$ cat src/rtl/video_tpg_if.sv
// Video output bus of the test pattern generator.
//   hs_q   horizontal sync
//   vs_q   vertical sync
//   vld_q  data valid (active picture area)
//   sof_q  one-cycle start-of-frame pulse
//   rgb    pixel {R,G,B}, R in the MSBs
// Modports: master drives the bus (the generator), slave observes it.
interface video_tpg_if #(
    parameter int PW = 8
);
    logic            hs_q;
    logic            vs_q;
    logic            vld_q;
    logic            sof_q;
    logic [3*PW-1:0] rgb;

    modport master (output hs_q, vs_q, vld_q, sof_q, rgb);
    modport slave  (input  hs_q, vs_q, vld_q, sof_q, rgb);
endinterface

$ cat src/rtl/video_tpg.sv
// Video timing and test pattern generator.
//
// A pixel counter x (0..tH_END) and line counter y (0..tV_END) advance while
// en is high. From the current (x,y) the block derives sync, data-valid and a
// pixel colour, and registers them onto the video bus one clock later.
// Patterns: 0 running pixel counter, 1 eight colour bars, 2 x/y ramp,
// 3 solid colour. The pattern is latched at the first pixel of each frame.
//
// Optional build macro VIDEO_TPG_MOTION_EN: adds a frame counter that scrolls
// the colour bars and shifts the red ramp every frame.
//
// Ports:
//   clk          sole clock, rising edge
//   rst          synchronous active-high reset
//   en           advance timing when high, hold everything when low
//   mode         pattern select (sampled at x=0,y=0)
//   solid_rgb    colour for the solid pattern
//   tHS_*/tHACT_*/tH_END  horizontal timing, pixel units
//   tVS_*/tVACT_*/tV_END  vertical timing, line units
//   vid          registered video bus (hs_q, vs_q, vld_q, sof_q, rgb)
module video_tpg #(
    parameter int PW        = 8,
    parameter int H_BITS    = 12,
    parameter int V_BITS    = 12,
    parameter int BAR_SHIFT = 7
) (
    input  logic              clk,
    input  logic              rst,
    input  logic              en,
    input  logic [1:0]        mode,
    input  logic [3*PW-1:0]   solid_rgb,
    input  logic [H_BITS-1:0] tHS_START,
    input  logic [H_BITS-1:0] tHS_END,
    input  logic [H_BITS-1:0] tHACT_START,
    input  logic [H_BITS-1:0] tHACT_END,
    input  logic [H_BITS-1:0] tH_END,
    input  logic [V_BITS-1:0] tVS_START,
    input  logic [V_BITS-1:0] tVS_END,
    input  logic [V_BITS-1:0] tVACT_START,
    input  logic [V_BITS-1:0] tVACT_END,
    input  logic [V_BITS-1:0] tV_END,
    video_tpg_if.master       vid
);

    typedef enum logic [1:0] {
        PAT_COUNT = 2'd0,
        PAT_BARS  = 2'd1,
        PAT_RAMP  = 2'd2,
        PAT_SOLID = 2'd3
    } pattern_e;

    // Raster position and per-frame state
    logic [H_BITS-1:0] xPos;
    logic [V_BITS-1:0] yPos;
    pattern_e          modeReg;
    logic [PW-1:0]     pixCnt;

    // Combinational view of the current pixel
    logic              frameStart;
    logic              lineEnd;
    logic              frameEnd;
    pattern_e          activeMode;
    logic              hsNext;
    logic              vsNext;
    logic              vldNext;
    logic [PW-1:0]     curCnt;
    logic [H_BITS-1:0] barOffset;
    logic [H_BITS-1:0] barRaw;
    logic [2:0]        barIdx;
    logic [2:0]        barSel;
    logic [2:0]        barBits;
    logic [PW-1:0]     rampR;
    logic [PW-1:0]     rampG;
    logic [PW-1:0]     rampB;
    logic [3*PW-1:0]   rgbNext;

    assign frameStart = (xPos == '0) && (yPos == '0);
    // >= rather than == so a shrinking END still wraps the counter
    assign lineEnd    = (xPos >= tH_END);
    assign frameEnd   = lineEnd && (yPos >= tV_END);

    // The new pattern applies from the very first pixel of the frame it is
    // sampled in, so the whole frame uses one pattern.
    assign activeMode = frameStart ? pattern_e'(mode) : modeReg;

    // Half-open windows: START >= END gives an empty window.
    assign hsNext  = (xPos >= tHS_START) && (xPos < tHS_END);
    assign vsNext  = (yPos >= tVS_START) && (yPos < tVS_END);
    assign vldNext = (xPos >= tHACT_START) && (xPos < tHACT_END) &&
                     (yPos >= tVACT_START) && (yPos < tVACT_END);

    // Pixel counter restarts at every frame; the pixel shows the count of
    // valid pixels that preceded it in the frame.
    assign curCnt = frameStart ? '0 : pixCnt;

    // Bar index saturates at the last bar instead of wrapping.
    assign barOffset = xPos - tHACT_START;
    assign barRaw    = barOffset >> BAR_SHIFT;
    assign barIdx    = (barRaw > H_BITS'(7)) ? 3'd7 : barRaw[2:0];

    assign rampG = PW'(yPos);
    assign rampB = PW'(xPos) + PW'(yPos);

`ifdef VIDEO_TPG_MOTION_EN
    logic [V_BITS-1:0] frameCnt;

    always_ff @(posedge clk) begin
        if (rst) begin
            frameCnt <= '0;
        end else if (en && frameEnd) begin
            frameCnt <= frameCnt + V_BITS'(1);
        end
    end

    assign barSel = barIdx + frameCnt[2:0];
    assign rampR  = PW'(xPos) + PW'(frameCnt);
`else
    assign barSel = barIdx;
    assign rampR  = PW'(xPos);
`endif

    // {R,G,B} on/off for white, yellow, cyan, green, magenta, red, blue, black
    always_comb begin
        // NOTE: every output of a combinational block gets a default first;
        // a path that leaves it unassigned would infer a latch.
        barBits = 3'b000;
        case (barSel)
            3'd0:    barBits = 3'b111;
            3'd1:    barBits = 3'b110;
            3'd2:    barBits = 3'b011;
            3'd3:    barBits = 3'b010;
            3'd4:    barBits = 3'b101;
            3'd5:    barBits = 3'b100;
            3'd6:    barBits = 3'b001;
            default: barBits = 3'b000;
        endcase
    end

    always_comb begin
        rgbNext = '0;
        if (vldNext) begin
            case (activeMode)
                PAT_COUNT: rgbNext = {curCnt, curCnt, curCnt};
                PAT_BARS:  rgbNext = {{PW{barBits[2]}}, {PW{barBits[1]}}, {PW{barBits[0]}}};
                PAT_RAMP:  rgbNext = {rampR, rampG, rampB};
                PAT_SOLID: rgbNext = solid_rgb;
                default:   rgbNext = '0;
            endcase
        end
    end

    always_ff @(posedge clk) begin
        // NOTE: sequential state uses non-blocking assignments so every
        // register samples the pre-edge values regardless of statement order.
        if (rst) begin
            xPos      <= '0;
            yPos      <= '0;
            modeReg   <= PAT_COUNT;
            pixCnt    <= '0;
            vid.hs_q  <= 1'b0;
            vid.vs_q  <= 1'b0;
            vid.vld_q <= 1'b0;
            vid.sof_q <= 1'b0;
            vid.rgb   <= '0;
        end else if (en) begin
            if (lineEnd) begin
                xPos <= '0;
                yPos <= frameEnd ? '0 : yPos + V_BITS'(1);
            end else begin
                xPos <= xPos + H_BITS'(1);
            end
            modeReg   <= activeMode;
            pixCnt    <= curCnt + PW'(vldNext);
            vid.hs_q  <= hsNext;
            vid.vs_q  <= vsNext;
            vid.vld_q <= vldNext;
            vid.sof_q <= frameStart;
            vid.rgb   <= rgbNext;
        end else begin
            // Stalled: everything holds except the frame pulse.
            vid.sof_q <= 1'b0;
        end
    end

endmodule

$ cat src/flat_wrapper.sv
// flat-port wrapper written by rule: the top's interface ports become plain ports
module video_tpg_flat 
#(
    parameter int PW        = 8,
    parameter int H_BITS    = 12,
    parameter int V_BITS    = 12,
    parameter int BAR_SHIFT = 7
)
  (clk, rst, en, mode, solid_rgb, tHS_START, tHS_END, tHACT_START, tHACT_END, tH_END, tVS_START, tVS_END, tVACT_START, tVACT_END, tV_END, vid_hs_q, vid_vs_q, vid_vld_q, vid_sof_q, vid_rgb);
  video_tpg_if #(.PW(PW)) vid_i ();
  input  logic clk;
  input  logic rst;
  input  logic en;
  input  logic [1:0] mode;
  input  logic [3*PW-1:0] solid_rgb;
  input  logic [H_BITS-1:0] tHS_START;
  input  logic [H_BITS-1:0] tHS_END;
  input  logic [H_BITS-1:0] tHACT_START;
  input  logic [H_BITS-1:0] tHACT_END;
  input  logic [H_BITS-1:0] tH_END;
  input  logic [V_BITS-1:0] tVS_START;
  input  logic [V_BITS-1:0] tVS_END;
  input  logic [V_BITS-1:0] tVACT_START;
  input  logic [V_BITS-1:0] tVACT_END;
  input  logic [V_BITS-1:0] tV_END;
  output wire logic [$bits(vid_i.hs_q)-1:0] vid_hs_q;
  output wire logic [$bits(vid_i.vs_q)-1:0] vid_vs_q;
  output wire logic [$bits(vid_i.vld_q)-1:0] vid_vld_q;
  output wire logic [$bits(vid_i.sof_q)-1:0] vid_sof_q;
  output wire logic [$bits(vid_i.rgb)-1:0] vid_rgb;
  assign vid_hs_q = vid_i.hs_q;
  assign vid_vs_q = vid_i.vs_q;
  assign vid_vld_q = vid_i.vld_q;
  assign vid_sof_q = vid_i.sof_q;
  assign vid_rgb = vid_i.rgb;
  video_tpg #(.PW(PW), .H_BITS(H_BITS), .V_BITS(V_BITS), .BAR_SHIFT(BAR_SHIFT)) u_core (.clk(clk), .rst(rst), .en(en), .mode(mode), .solid_rgb(solid_rgb), .tHS_START(tHS_START), .tHS_END(tHS_END), .tHACT_START(tHACT_START), .tHACT_END(tHACT_END), .tH_END(tH_END), .tVS_START(tVS_START), .tVS_END(tVS_END), .tVACT_START(tVACT_START), .tVACT_END(tVACT_END), .tV_END(tV_END), .vid(vid_i));
endmodule
$ cat config.mk
export PLATFORM = sky130hd
export DESIGN_NAME = video_tpg_flat
export DESIGN_NICKNAME = d
export VERILOG_FILES = /design/src/rtl/video_tpg_if.sv /design/src/rtl/video_tpg.sv /design/src/flat_wrapper.sv
export SDC_FILE = /design/constraint.sdc
export NUM_CORES = 1
export LEC_CHECK = 0
export BUFFER_PORTS_ARGS = -buffer_cell sky130_fd_sc_hd__buf_2
export CAP_MARGIN = 20
export CORE_UTILIZATION = 49
export CTS_CLUSTER_DIAMETER = 100
export DETAILED_ROUTE_END_ITERATION = 10
export GPL_TIMING_DRIVEN = 0
export PLACE_DENSITY = 0.76
export SLEW_MARGIN = 20
export SYNTH_ARGS = -nofsm -noshare
export SYNTH_HDL_FRONTEND = slang
export SYNTH_SLANG_ARGS = --single-unit
$ cat constraint.sdc
create_clock -name clk -period 9.37 [get_ports clk]
set_clock_uncertainty 0.2 [all_clocks]
set_input_delay 1.4055 -clock clk [delete_from_list [all_inputs] [get_ports clk]]
set_output_delay 1.4055 -clock clk [all_outputs]
set_load 0.02 [all_outputs]
==> impl_metrics.py <==
metrics = {
    "power_and_ir_drop": {
        "seq_power_share_pct": 32.7,
        "peakVddDrop_mv": 0.105,
        "combPwrFrac_pct": 32.6,
        "swShare_pct": 33.3,
        "power.switching_w": 0.000289,
        "report.power.total_w": 0.000870,
        "leakagePower_nw": 4.44,
        "p_int_w": 0.000580,
        "clkPwrFrac_pct": 34.7,
        "p_per_area_mw_per_mm2": 108,
    },
    "timing": {
        "rsz0062_at_grt": "no",
        "finalSetupViolations": 0,
        "fmax_mhz": 224,
        "fin_crit_ns": 4.46,
        "slew_headroom_pct": 42.6,
        "finalHoldViolCount": 0,
        "tightestPinTransition_ns": 0.858,
        "setup-tns-final_ns": 0,
        "hold_ws_ns": 0.241,
        "maxSlewViolCount": 0,
        "period_share_pct": 47.6,
    },
    "hold_path": {
        "min_path_type": "register to register",
        "min_path_cells": 2,
    },
    "synth": {
        "synth_top_area_share_pct": 24.0,
        "synth_edf_count": 0,
        "yosys-top-cells-area": "ha_1, dfxtp_1, inv_1",
        "yosysUniqueCellTypes": 75,
        "syn_nets": 1133,
        "yosysWarnings": 0,
        "ys_ff_latch": 62,
        "synth_async_sr_flop_share_pct": 0,
        "synth_area_mm2": 0.00672,
        "netlist_instances": 854,
        "yosys.area.top_type": "ha_1",
        "ys.flop_type": "dfxtp_1",
        "synth.avg_cell_area_um2": 7.87,
        "yosysSeqAreaShare_pct": 18.5,
    },
    "status": {
        "outcome": "complete, no violations",
    },
    "clock_network": {
        "clk_latency_ns": 0.34,
        "cts_sinks": 62,
        "root_buffer": "clkbuf_16",
        "clkSlewWorstSetupHoldPaths_ns": 0.05,
        "cts_buffer_depth": 2,
        "cts_made_buffers": 9,
        "tritoncts": "done",
        "cts_resized": 0,
        "post_cts.repair.setup_buffers": 0,
        "holdBufCountCts": 0,
        "htreeDepth": 3,
    },
    "global_route": {
        "grt_pass1_vias": 6347,
        "grt_max_degree": 15,
        "grt_pass1_wl_um": 30800,
        "grt_overflow": 0,
        "grtUsageTotal_pct": 27.3,
        "antenna_found_initial": 0,
    },
    "layout": {
        "fin_util_pct": 60.8,
        "n_fill_cell": 1244,
        "regArea_mm2": 0.00124,
        "instances_no_fill": 1218,
        "drive_gt1_share_pct": 22.4,
        "synthToLayoutAreaGrowth_pct": 20.2,
        "multi_input_area_mm2": 0.00488,
        "diodes": 0,
        "layout_commonest_cell": "buf_2",
        "final_cell_mix": "buf_2, ha_1, inv_1, nand2_1, dfxtp_1",
        "nets": 1319,
    },
    "floorplanning": {
        "rows": 42,
        "core_area_mm2": 0.0133,
        "dieWidth_um": 119,
        "initial_core_util_pct": 50.6,
        "die_h_um": 119,
        "die_area_mm2": 0.0142,
        "io_pins": 177,
    },
    "critical_path": {
        "path_class": "input port to register",
        "arrival_ns": 4.46,
        "cp-start-kind": "input port",
        "crit_path_max_fanout": 3,
        "reg2regPathDepth": 13,
        "worstSetupEndpointType": "register",
        "critPathRequiredTime_ns": 9.37,
    },
    "detailed_routing": {
        "via_count": 6712,
        "drc_errors": 0,
        "dr.pass1.iters": 7,
        "post_drt_via_cell_ratio": 5.51,
        "ant_nets": 0,
        "finalWirelength_um": 19000,
        "drtIter0Drc": 499,
        "routedWlPerCell_um": 15.6,
    },
    "placement": {
        "io_buffer_count": 175,
        "placed_cells": 1205,
        "post-dp-hpwl_um": 15000,
        "gp_congestion": 0.912,
    },
    "run": {
        "drv_cap": 0,
    },
}
[path summary, 6_finish.rpt]
kind	startpoint	endpoint	slack, ns
setup reg to reg	u_core.yPos[7]	u_core.pixCnt[6]	5.32
hold / removal	u_core.vid.rgb[1]	u_core.vid.rgb[1]	0.24
setup / recovery	tVACT_END[9]	u_core.pixCnt[7]	4.91
hold reg to reg	u_core.vid.rgb[1]	u_core.vid.rgb[1]	0.24
[flip-flops by register name, indices dropped and copies added, names as in the netlist, 2 cells and up]
name	flops
u_core.pixCnt	8
u_core.modeReg	2
u_core.yPos	12
u_core.vid.rgb	24
u_core.xPos	12
[layout make-up]
class                   instances  area share (%)
multi-input cells             647            60.3
inverters                     124            5.76
clock inverters                 2           0.124
plain buffers                  21            1.73
well taps                     176            2.72
clock buffers                  11            3.13
repair buffers                175            10.8
flip-flops and latches         62            15.4
[critical path, stage by stage]
cell and delay, ns:
buf_2 0.08, inv_1 0.03, ha_1 0.29, a211oi_1 0.31, o22ai_1 0.14, a211oi_1 0.27
o211ai_1 0.26, nor3_1 0.55, ha_1 0.27, and3_1 0.20, and3_1 0.19, and3_1 0.17
o21ai_0 0.08, a21oi_1 0.17, nor2_1 0.05
[cell families after synthesis]
logic type | Yosys count | synth area share, %
flip-flops | 62 | 18.5
AND/OR/NAND/NOR | 244 | 18.6
AO/OA/AOI/OAI | 242 | 25.3
adder cells (fa/ha/maj) | 130 | 24.3
buffers and inverters | 145 | 9.01
XOR/XNOR | 23 | 3.00
multiplexers | 8 | 1.34
[power by group through the flow]
| stage | sequential (W) | combinational (W) | clock (W) |
|---|---|---|---|
| 3_5_place_dp | 0.000290 | 0.000278 | 0 |
| 3_3_place_gp | 0.000290 | 0.000275 | 0 |
| 2_1_floorplan | 0.000283 | 0.000197 | 0 |
| 6_report | 0.000285 | 0.000283 | 0.000302 |
| 4_1_cts | 0.000285 | 0.000281 | 0.000301 |
| 5_1_grt | 0.000285 | 0.000314 | 0.000313 |
[synth_stat cells, types with 14 or more instances]
master,instances
a211oi_1,19
a21o_1,22
a21oi_1,40
dfxtp_1,62
ha_1,129
inv_1,124
nand2_1,79
nand2b_1,15
nand3_1,14
nor2_1,60
o211ai_1,14
o21ai_0,37
o21ai_1,22
xnor2_1,15
[per-layer routing]
metal | share of wire [%] | track usage, % | up-vias
li1 | - | - | 3431
met1 | 44 | 35.1 | 3011
met2 | 47 | 47.0 | 240
met3 | 6.9 | 4.07 | 30
met4 | 1.7 | 7.52 | 0
met5 | 0 | 0 | -
[stage by stage]
stage	cell area (µm²)	setup slack, ns
3_5_place_dp	7820	4.61
2_1_floorplan	6720	5.19
4_1_cts	8080	4.95
5_1_grt	8080	4.71
6_report	8080	4.91
3_3_place_gp	7820	4.69
No activity file was read; power rests on OpenSTA's default activity.
